<file path="src/rtl/boot_write_ctrl_pkg.sv">
// -----------------------------------------------------------------------------
// boot_write_ctrl_pkg
// Shared constants for the boot record write controller: destination one-hot
// codes, FSM state encoding and the default image-buffer beat count.
// -----------------------------------------------------------------------------
package boot_write_ctrl_pkg;

    // One-hot destination strobe codes
    localparam logic [2:0] DST_IM = 3'b100;
    localparam logic [2:0] DST_DM = 3'b010;
    localparam logic [2:0] DST_IB = 3'b001;

    // FSM state encoding
    typedef logic [1:0] bw_state_t;
    localparam bw_state_t IDLE = 2'd0;
    localparam bw_state_t MEMW = 2'd1;
    localparam bw_state_t IBW  = 2'd2;
    localparam bw_state_t FIN  = 2'd3;

    // Default bus geometry
    localparam int IB_DW_DEF  = 128;
    localparam int BEAT_W_DEF = 32;
    localparam int IB_BEATS   = IB_DW_DEF / BEAT_W_DEF;

    // Width of a beat index; at least one bit even for a single-beat record
    function automatic int beat_idx_w(input int beats);
        return (beats > 1) ? $clog2(beats) : 1;
    endfunction

endpackage

</file>
<file path="src/rtl/boot_beat_slicer.sv">
// -----------------------------------------------------------------------------
// boot_beat_slicer
// Combinational selection of one BEAT_W slice of the latched record word and
// construction of the matching image-buffer beat address {addr, idx}.
//   data_i  : latched record data (IB_DW bits)
//   addr_i  : latched record address (AW bits)
//   idx_i   : current beat index, beat 0 is the least-significant slice
//   beat_o  : selected beat data
//   waddr_o : beat address {addr_i, idx_i}
// -----------------------------------------------------------------------------
module boot_beat_slicer
    import boot_write_ctrl_pkg::*;
#(
    parameter int IB_DW  = IB_DW_DEF,
    parameter int BEAT_W = BEAT_W_DEF,
    parameter int AW     = 16,
    parameter int IDX_W  = 2
) (
    input  logic [IB_DW-1:0]    data_i,
    input  logic [AW-1:0]       addr_i,
    input  logic [IDX_W-1:0]    idx_i,
    output logic [BEAT_W-1:0]   beat_o,
    output logic [AW+IDX_W-1:0] waddr_o
);

    localparam int NBEATS = IB_DW / BEAT_W;

    // Explicit mux keeps the index compare at IDX_W bits
    always_comb begin
        beat_o = '0;
        for (int i = 0; i < NBEATS; i++) begin
            if (idx_i == IDX_W'(i)) begin
                beat_o = data_i[i*BEAT_W +: BEAT_W];
            end
        end
    end

    assign waddr_o = {addr_i, idx_i};

endmodule

</file>
<file path="src/rtl/boot_write_ctrl.sv">
// -----------------------------------------------------------------------------
// boot_write_ctrl
// Turns completed bootloader records into IM/DM single-cycle writes or a
// sequence of image-buffer beats under a ready handshake, and keeps record
// status (saturating count, sticky overrun and bad-destination flags).
//   clk, rst        : clock, synchronous active-high reset
//   rec_dst/addr/data : one-cycle record strobe (one-hot dst) with payload
//   bootloading     : bootloader busy, folded into cpu_hold
//   im_we, dm_we    : one-cycle write pulses, mem_waddr/mem_wdata payload
//   ib_we, ib_rdy   : beat request held until accepted, ib_waddr/ib_wdata
//   busy            : record in flight (includes the capture cycle)
//   rec_cnt         : records written, saturating
//   overrun, bad_dst: sticky status flags
//   cpu_hold        : bootloading | busy
// -----------------------------------------------------------------------------
module boot_write_ctrl
    import boot_write_ctrl_pkg::*;
#(
    parameter int IB_DW  = IB_DW_DEF,
    parameter int MEM_DW = 32,
    parameter int ADDRW  = 15,
    parameter int BEAT_W = BEAT_W_DEF,
    parameter int CNT_W  = 16,
    localparam int NBEATS = IB_DW / BEAT_W,
    localparam int IDX_W  = beat_idx_w(NBEATS)
) (
    input  logic                   clk,
    input  logic                   rst,
    input  logic [2:0]             rec_dst,
    input  logic [ADDRW:0]         rec_addr,
    input  logic [IB_DW-1:0]       rec_data,
    input  logic                   bootloading,
    output logic                   im_we,
    output logic                   dm_we,
    output logic [ADDRW:0]         mem_waddr,
    output logic [MEM_DW-1:0]      mem_wdata,
    output logic                   ib_we,
    input  logic                   ib_rdy,
    output logic [ADDRW+IDX_W:0]   ib_waddr,
    output logic [BEAT_W-1:0]      ib_wdata,
    output logic                   busy,
    output logic [CNT_W-1:0]       rec_cnt,
    output logic                   overrun,
    output logic                   bad_dst,
    output logic                   cpu_hold
);

    bw_state_t          state_q, state_d;
    logic [2:0]         dst_q, dst_d;
    logic [ADDRW:0]     addr_q, addr_d;
    logic [IB_DW-1:0]   data_q, data_d;
    logic [IDX_W-1:0]   idx_q, idx_d;
    logic [CNT_W-1:0]   cnt_q, cnt_d;
    logic               ovr_q, ovr_d;
    logic               bad_q, bad_d;

    logic strobe;
    logic legal;

    assign strobe = |rec_dst;
    assign legal  = (rec_dst == DST_IM) || (rec_dst == DST_DM) || (rec_dst == DST_IB);

    always_comb begin
        state_d = state_q;
        dst_d   = dst_q;
        addr_d  = addr_q;
        data_d  = data_q;
        idx_d   = idx_q;
        cnt_d   = cnt_q;
        // Any strobe outside IDLE is dropped; a malformed strobe is flagged in any state
        ovr_d   = ovr_q | (strobe && (state_q != IDLE));
        bad_d   = bad_q | (strobe && !legal);

        case (state_q)
            IDLE: begin
                if (legal) begin
                    dst_d   = rec_dst;
                    addr_d  = rec_addr;
                    data_d  = rec_data;
                    idx_d   = '0;
                    state_d = (rec_dst == DST_IB) ? IBW : MEMW;
                end
            end
            MEMW: state_d = FIN;
            IBW: begin
                if (ib_rdy) begin
                    if (idx_q == IDX_W'(NBEATS - 1)) begin
                        idx_d   = '0;
                        state_d = FIN;
                    end else begin
                        idx_d = idx_q + IDX_W'(1);
                    end
                end
            end
            FIN: begin
                if (cnt_q != '1) begin
                    cnt_d = cnt_q + CNT_W'(1);
                end
                state_d = IDLE;
            end
            default: state_d = IDLE;
        endcase
    end

    always_ff @(posedge clk) begin
        if (rst) begin
            state_q <= IDLE;
            dst_q   <= '0;
            addr_q  <= '0;
            data_q  <= '0;
            idx_q   <= '0;
            cnt_q   <= '0;
            ovr_q   <= 1'b0;
            bad_q   <= 1'b0;
        end else begin
            state_q <= state_d;
            dst_q   <= dst_d;
            addr_q  <= addr_d;
            data_q  <= data_d;
            idx_q   <= idx_d;
            cnt_q   <= cnt_d;
            ovr_q   <= ovr_d;
            bad_q   <= bad_d;
        end
    end

    boot_beat_slicer #(
        .IB_DW  (IB_DW),
        .BEAT_W (BEAT_W),
        .AW     (ADDRW + 1),
        .IDX_W  (IDX_W)
    ) u_slicer (
        .data_i  (data_q),
        .addr_i  (addr_q),
        .idx_i   (idx_q),
        .beat_o  (ib_wdata),
        .waddr_o (ib_waddr)
    );

    assign im_we     = (state_q == MEMW) && (dst_q == DST_IM);
    assign dm_we     = (state_q == MEMW) && (dst_q == DST_DM);
    assign ib_we     = (state_q == IBW);
    assign mem_waddr = addr_q;
    assign mem_wdata = data_q[IB_DW-1 -: MEM_DW];
    // Capture cycle already counts as busy so the CPU hold has no gap
    assign busy      = (state_q != IDLE) || legal;
    assign cpu_hold  = bootloading | busy;
    assign rec_cnt   = cnt_q;
    assign overrun   = ovr_q;
    assign bad_dst   = bad_q;

endmodule
</file>
<file path="config.mk">
export PLATFORM = sky130hd
export DESIGN_NAME = boot_write_ctrl
export DESIGN_NICKNAME = d
export VERILOG_FILES = /design/src/rtl/boot_write_ctrl_pkg.sv /design/src/rtl/boot_beat_slicer.sv /design/src/rtl/boot_write_ctrl.sv
export SDC_FILE = /design/constraint.sdc
export NUM_CORES = 1
export LEC_CHECK = 0
export CAP_MARGIN = 20
export CORE_MARGIN = 5
export CORE_UTILIZATION = 49
export CTS_CLUSTER_SIZE = 30
export DETAILED_ROUTE_END_ITERATION = 12
export GPL_TIMING_DRIVEN = 0
export HOLD_SLACK_MARGIN = 0.06
export PLACE_DENSITY = 0.86
export SLEW_MARGIN = 20
export SYNTH_ARGS = -nofsm -noshare
export SYNTH_HDL_FRONTEND = slang
export SYNTH_SLANG_ARGS = --single-unit
</file>
<file path="constraint.sdc">
create_clock -name clk -period 2.7 [get_ports clk]
set_input_delay 0.54 -clock clk [delete_from_list [all_inputs] [get_ports clk]]
set_output_delay 0.54 -clock clk [all_outputs]
set_load 0.05 [all_outputs]
</file>
==> Word-level counts from Yosys, hierarchy flattened <==
Cells that the tools add are included.
W data, S select, Z words.
{ "totals": {"output_inout_bits": 121, "ff_bits": 169, "in_bits": 151, "word_cells": 58} }
{ "classes": {"addsub": 2, "n_eq_ne": 15, "n_bitwise": 3, "n_reduce_logical": 17, "mux": 13} }
{ "op_table": {"columns": ["op", "n"], "rows": [
  ["$mux W32", 4],
  ["$add A16 B1 Y16 const B", 1],
  ["$ne A16 B16 Y1 const B", 1],
  ["$mux W2", 7],
  ["$eq A2 B2 Y1 const B", 4],
  ["$pmux W2 S4", 1],
  ["$eq A3 B2 Y1 const B", 2],
  ["$eq A3 B3 Y1 const B", 2],
  ["$reduce_and A3 Y1", 2],
  ["$eq A2 B1 Y1 const B", 2],
  ["$logic_and A1 B1 Y1", 4],
  ["$logic_not A2 Y1", 2],
  ["$ne A2 B1 Y1 const B", 2],
  ["$pmux W2 S2", 1],
  ["$reduce_and A2 Y1", 2],
  ["$reduce_bool A2 Y1", 2],
  ["$eq A3 B1 Y1 const B", 1],
  ["$logic_or A1 B1 Y1", 3],
  ["$or A1 B1 Y1", 3],
  ["$reduce_or A3 Y1", 1],
  ["$add A2 B1 Y2 const B", 1],
  ["$ne A2 B2 Y1 const B", 1],
  ["$logic_not A1 Y1", 1]
]} }

==> Depth between registers and ports, before layout <==
{ "logic_depth": {"word_depth": 6, "depth_mapped": 8, "depth_no_buf": 6} }

==> By module <==
Synthesis repeated with hierarchy kept, for this count alone.
{ "unflattened": {"hier_cells": 887, "hier_area_um2": 7489.7} }
{ "modules_own_cells": {"columns": ["mod", "cells_each", "n_inst", "area_per_inst_um2", "seq_area_each_um2"], "rows": [
  ["boot_write_ctrl", 830, 1, 6540.0, 3383.2],
  ["boot_beat_slicer", 57, 1, 949.7, 0.0]
]} }

==> Worst setup path before layout <==
No wires, ideal clock.
{ "synth_timing": {"path_kind": "register to output", "start": "register idx_q[0]", "end": "output ib_wdata[23]", "path_stages_with_launch": 8, "n_path_buf": 2, "required_ns": 2.160, "slack_ns": -0.602, "t_arrival_ns": 2.762, "cell_sequence": "dfxtp_1 -> ha_1 -> clkbuf_1 -> clkbuf_1 -> nand2_1 -> a21oi_1 -> a21oi_1 -> o21ai_0"} }
{ "synth_between": {"elab_chain_cells": 5, "elab_cells_between_ends": 8, "classes_between": "3 x eq/ne; 4 x mux; 1 x reduce/logical"} }
{ "synth_rtl": {"columns": ["item", "line_no", "rtl"], "rows": [
  ["start: declaration", "boot_write_ctrl.sv:52", "logic [IDX_W-1:0] idx_q, idx_d;"],
  ["start signal: assignment", "boot_write_ctrl.sv:120", "idx_q <= idx_d;"],
  ["$logic_not A2 Y1", "boot_beat_slicer.sv:32", "if (idx_i == IDX_W'(i)) begin"],
  ["$mux W32 (3 in series)", "boot_beat_slicer.sv:32", null],
  ["$mux W32 (*)", "boot_beat_slicer.sv:32", null],
  ["end: declaration", "boot_write_ctrl.sv:40", "output logic [BEAT_W-1:0] ib_wdata,"]
]} }
Mark *: on every way between the ends. The rest lies on a longest branch, timed or not.

==> Worst setup path in the final report <==
{ "layout_timing": {"start": "register idx_q[1]", "end": "output ib_wdata[12]"} }
The elaborated chain is that of the path after synthesis.

==> results.tsv <==
stage	metric	value	unit
sta	endpoints failing setup	0	
placement	Placer Congestion	0.930	
sta	count of final hold-check violations	0	
die	Core ar.	15800	um2
routing	initial DRC count	574	
die	Starting Density	49.5	%
cells_and_area	NumNets Final	1516	
cells_and_area	Area Overhead vs Synth	47.9	%
global_routing	vias in the first global route	8156	
sta	Peak Freq	0.382	GHz
synth	synth unique cells	44	
sta	crit share post-route	96.9	%
clock_tree	Hold Buf Count CTS	0	
sta	Hold WS	0.457	ns
power_and_ir_drop	Pwr Density	829	nW/um2
die	Die H	136	um
global_routing	GRT Residual Overflow	0	
synth	post-synth net total	1226	
sta	Final Max Slew Viols	0	
cells_and_area	leading cell type in the layout, fill and taps excluded	nand2_1	
run_status	status	finished clean	
power_and_ir_drop	Max VDD drop	0.521	mV
clock_tree	clock latency on the worst-skew pair	0.43	ns
clock_tree	CTS Buf Count	17	
routing	routed length per instance	17.3	um
placement	Post-Place Cells	1551	
routing	drt first pass iters	7	
worst_hold_path	hold path cells	2	
global_routing	largest net degree at the start of global routing	17	
synth	Synth top area share	43.4	%
routing	routed vias/inst	5.41	
critical_path	CP arrival	2.08	ns
die	Die W	136	um
critical_path	Max Fanout on Critical Path	10	
synth	Avg Cell Area, Syn	7.33	um2
sta	worst rel slew slack	49.8	%
synth	Synth area leader	dfxtp_1	
clock_tree	CTS tree	built	
cells_and_area	ant diodes	0	
critical_path	CP Data Required Time	2.16	ns
routing	remaining antenna violation count	0	
sta	setup TNS	0	ns
clock_tree	CTS Buffer Depth	2	
placement	hpwl dp	20700	um
synth	sequential fraction of the synthesis area	43.4	%
routing	via count	8543	
sta	final worst path period need	2.62	ns
critical_path	element type at the critical path start	register	
synth	Yosys reg bits	169	
flow_run	Max-cap violations	0	
critical_path	Worst R2R Path Depth	8	
die	Die ar.	18600	um2
synth	Cells after Synth	1065	
sta	unrepaired setup endpoints after global routing	no	
routing	drt drc	0	
cells_and_area	final instance count without filler cells	1580	
synth	ys flop type	dfxtp_1	
critical_path	Setup crit end kind	primary output	
synth	Mapped Area	7800	um2
synth	top cells by area, synth	dfxtp_1, nand2_1, a21oi_1	
cells_and_area	layout cells sized above 1	15.3	%
cells_and_area	most frequent cells in the layout	nand2_1, clkdlybuf4s50_1, a21oi_1	
clock_tree	total clock sinks	169	
synth	Post-synth ARST share	0	%
global_routing	initial antenna violation count	0	
cells_and_area	fillcell total	1275	
sta	Final Skew	0.00935	ns
synth	Post-synth EDFFs	0	
synth	Synth Warn #	0	
worst_hold_path	Hold Crit Class	register to register	
placement	PortBufs	270	
die	Core Rows	46	
critical_path	crit path kind	register to primary output	
power_and_ir_drop	PnR Total Power	0.00957	W
global_routing	first-pass GRT wire length	41200	um
clock_tree	H-Tree Level Count	4	
global_routing	GR Util All Layers	28.6	%
power_and_ir_drop	cell leakage power	4.41	nW
clock_tree	Reg clk slew, reported paths	0.06	ns
sta	worst-margin pin slew	0.754	ns
die	Boundary Pins	272	
cells_and_area	Core Util, Final	73.2	%
routing	DRT Wirelength	27300	um
clock_tree	CTS Root Cell	clkbuf_16	
==> worst max-delay path, stage by stage, from the launching register on <==
cell and delay (ns):
dfxtp_4 0.36, inv_2 0.09, ha_4 0.19, buf_4 0.17, buf_6 0.15, nand2_1 0.07
a21oi_2 0.13, a21oi_1 0.07, o21ai_2 0.23, buf_6 0.20
==> power breakdown <==
group          switching [W]  internal (W)  total [W]
Sequential          0.000288       0.00292    0.00321
Combinational        0.00250       0.00144    0.00394
Clock               0.000962       0.00146    0.00242
Total                0.00375       0.00582    0.00957
==> Yosys cell counts, types with 8 or more instances <==
cell type    n
nand2_1    365
a21oi_1    224
dfxtp_1    169
buf_4       51
clkbuf_1    43
o21ai_0     37
nand3b_1    34
buf_2       23
nor2_1      17
ha_1        10
buf_1        9
inv_1        8
nand4_1      8
==> flip-flops by register name (all words and copies together), names as in the netlist <==
register / count
data_q: 128
mem_waddr: 16
rec_cnt: 16
dst_q: 3
idx_q: 2
state_q: 2
bad_dst: 1
overrun: 1
==> cell type report <==
cell class,count,area [um2],area share (%)
sequential,169,3390,29.4
multi-input combinational,761,3850,33.4
tap,216,270,2.34
inverter,8,30.0,0.260
clock buffer,20,447,3.87
buffer,124,749,6.49
timing repair buffer,274,2680,23.2
clock inverter,8,125,1.08
==> layer usage <==
metal  part of all wire, %  global-route usage (%)  vias to the layer above
li1                      -                       -                     4100
met1                    39                    34.2                     3990
met2                    49                    49.2                      401
met3                   9.6                    7.29                       52
met4                   2.9                    10.9                        0
met5                     0                       0                        -
==> metrics by stage <==
| stage | cell area [um2] | setup slack (ns) |
|---|---|---|
| final | 11500 | 0.0836 |
| after global placement | 10900 | -0.689 |
| after floorplan | 7920 | -0.148 |
| after detailed placement | 10900 | -0.695 |
| after global routing | 11500 | 0.000958 |
| after CTS | 11400 | -0.000259 |
==> final timing paths <==
check / from / to / slack [ns]
min reg2reg: data_q[21]$_SDFFE_PP0P_ / data_q[21]$_SDFFE_PP0P_ / 0.46
max reg2reg: state_q[0]$_SDFFE_PP0P_ / data_q[30]$_SDFFE_PP0P_ / 0.49
max: idx_q[1]$_SDFFE_PP0P_ / ib_wdata[12] / 0.08
min: data_q[21]$_SDFFE_PP0P_ / data_q[21]$_SDFFE_PP0P_ / 0.46
==> logic make-up (layout without fill, tap and decap cells) <==
group | after synthesis | after routing | share of synthesized area [%]
adders and majority gates | 11 | 11 | 1.73
and+or+nand+nor | 457 | 457 | 25.1
AOI/OAI and AO/OA | 286 | 286 | 19.5
DFF | 169 | 169 | 43.4
muxes | 5 | 5 | 0.689
buffers and inverters | 135 | 434 | 9.41
xor gates and xnor gates | 2 | 2 | 0.225
==> repair_timing <==
| item | 4_1_cts | 5_1_grt |
|---|---|---|
| pin swaps | 0 | 2 |
| setup buffers | 0 | 4 |
| gates resized for setup | 232 | 40 |
| endpoints found under the setup margin | 35 | 35 |
| hold endpoints to repair | 0 | 0 |
| cloned | 0 | 0 |
Note: power is estimated with default switching activity, not from simulation.
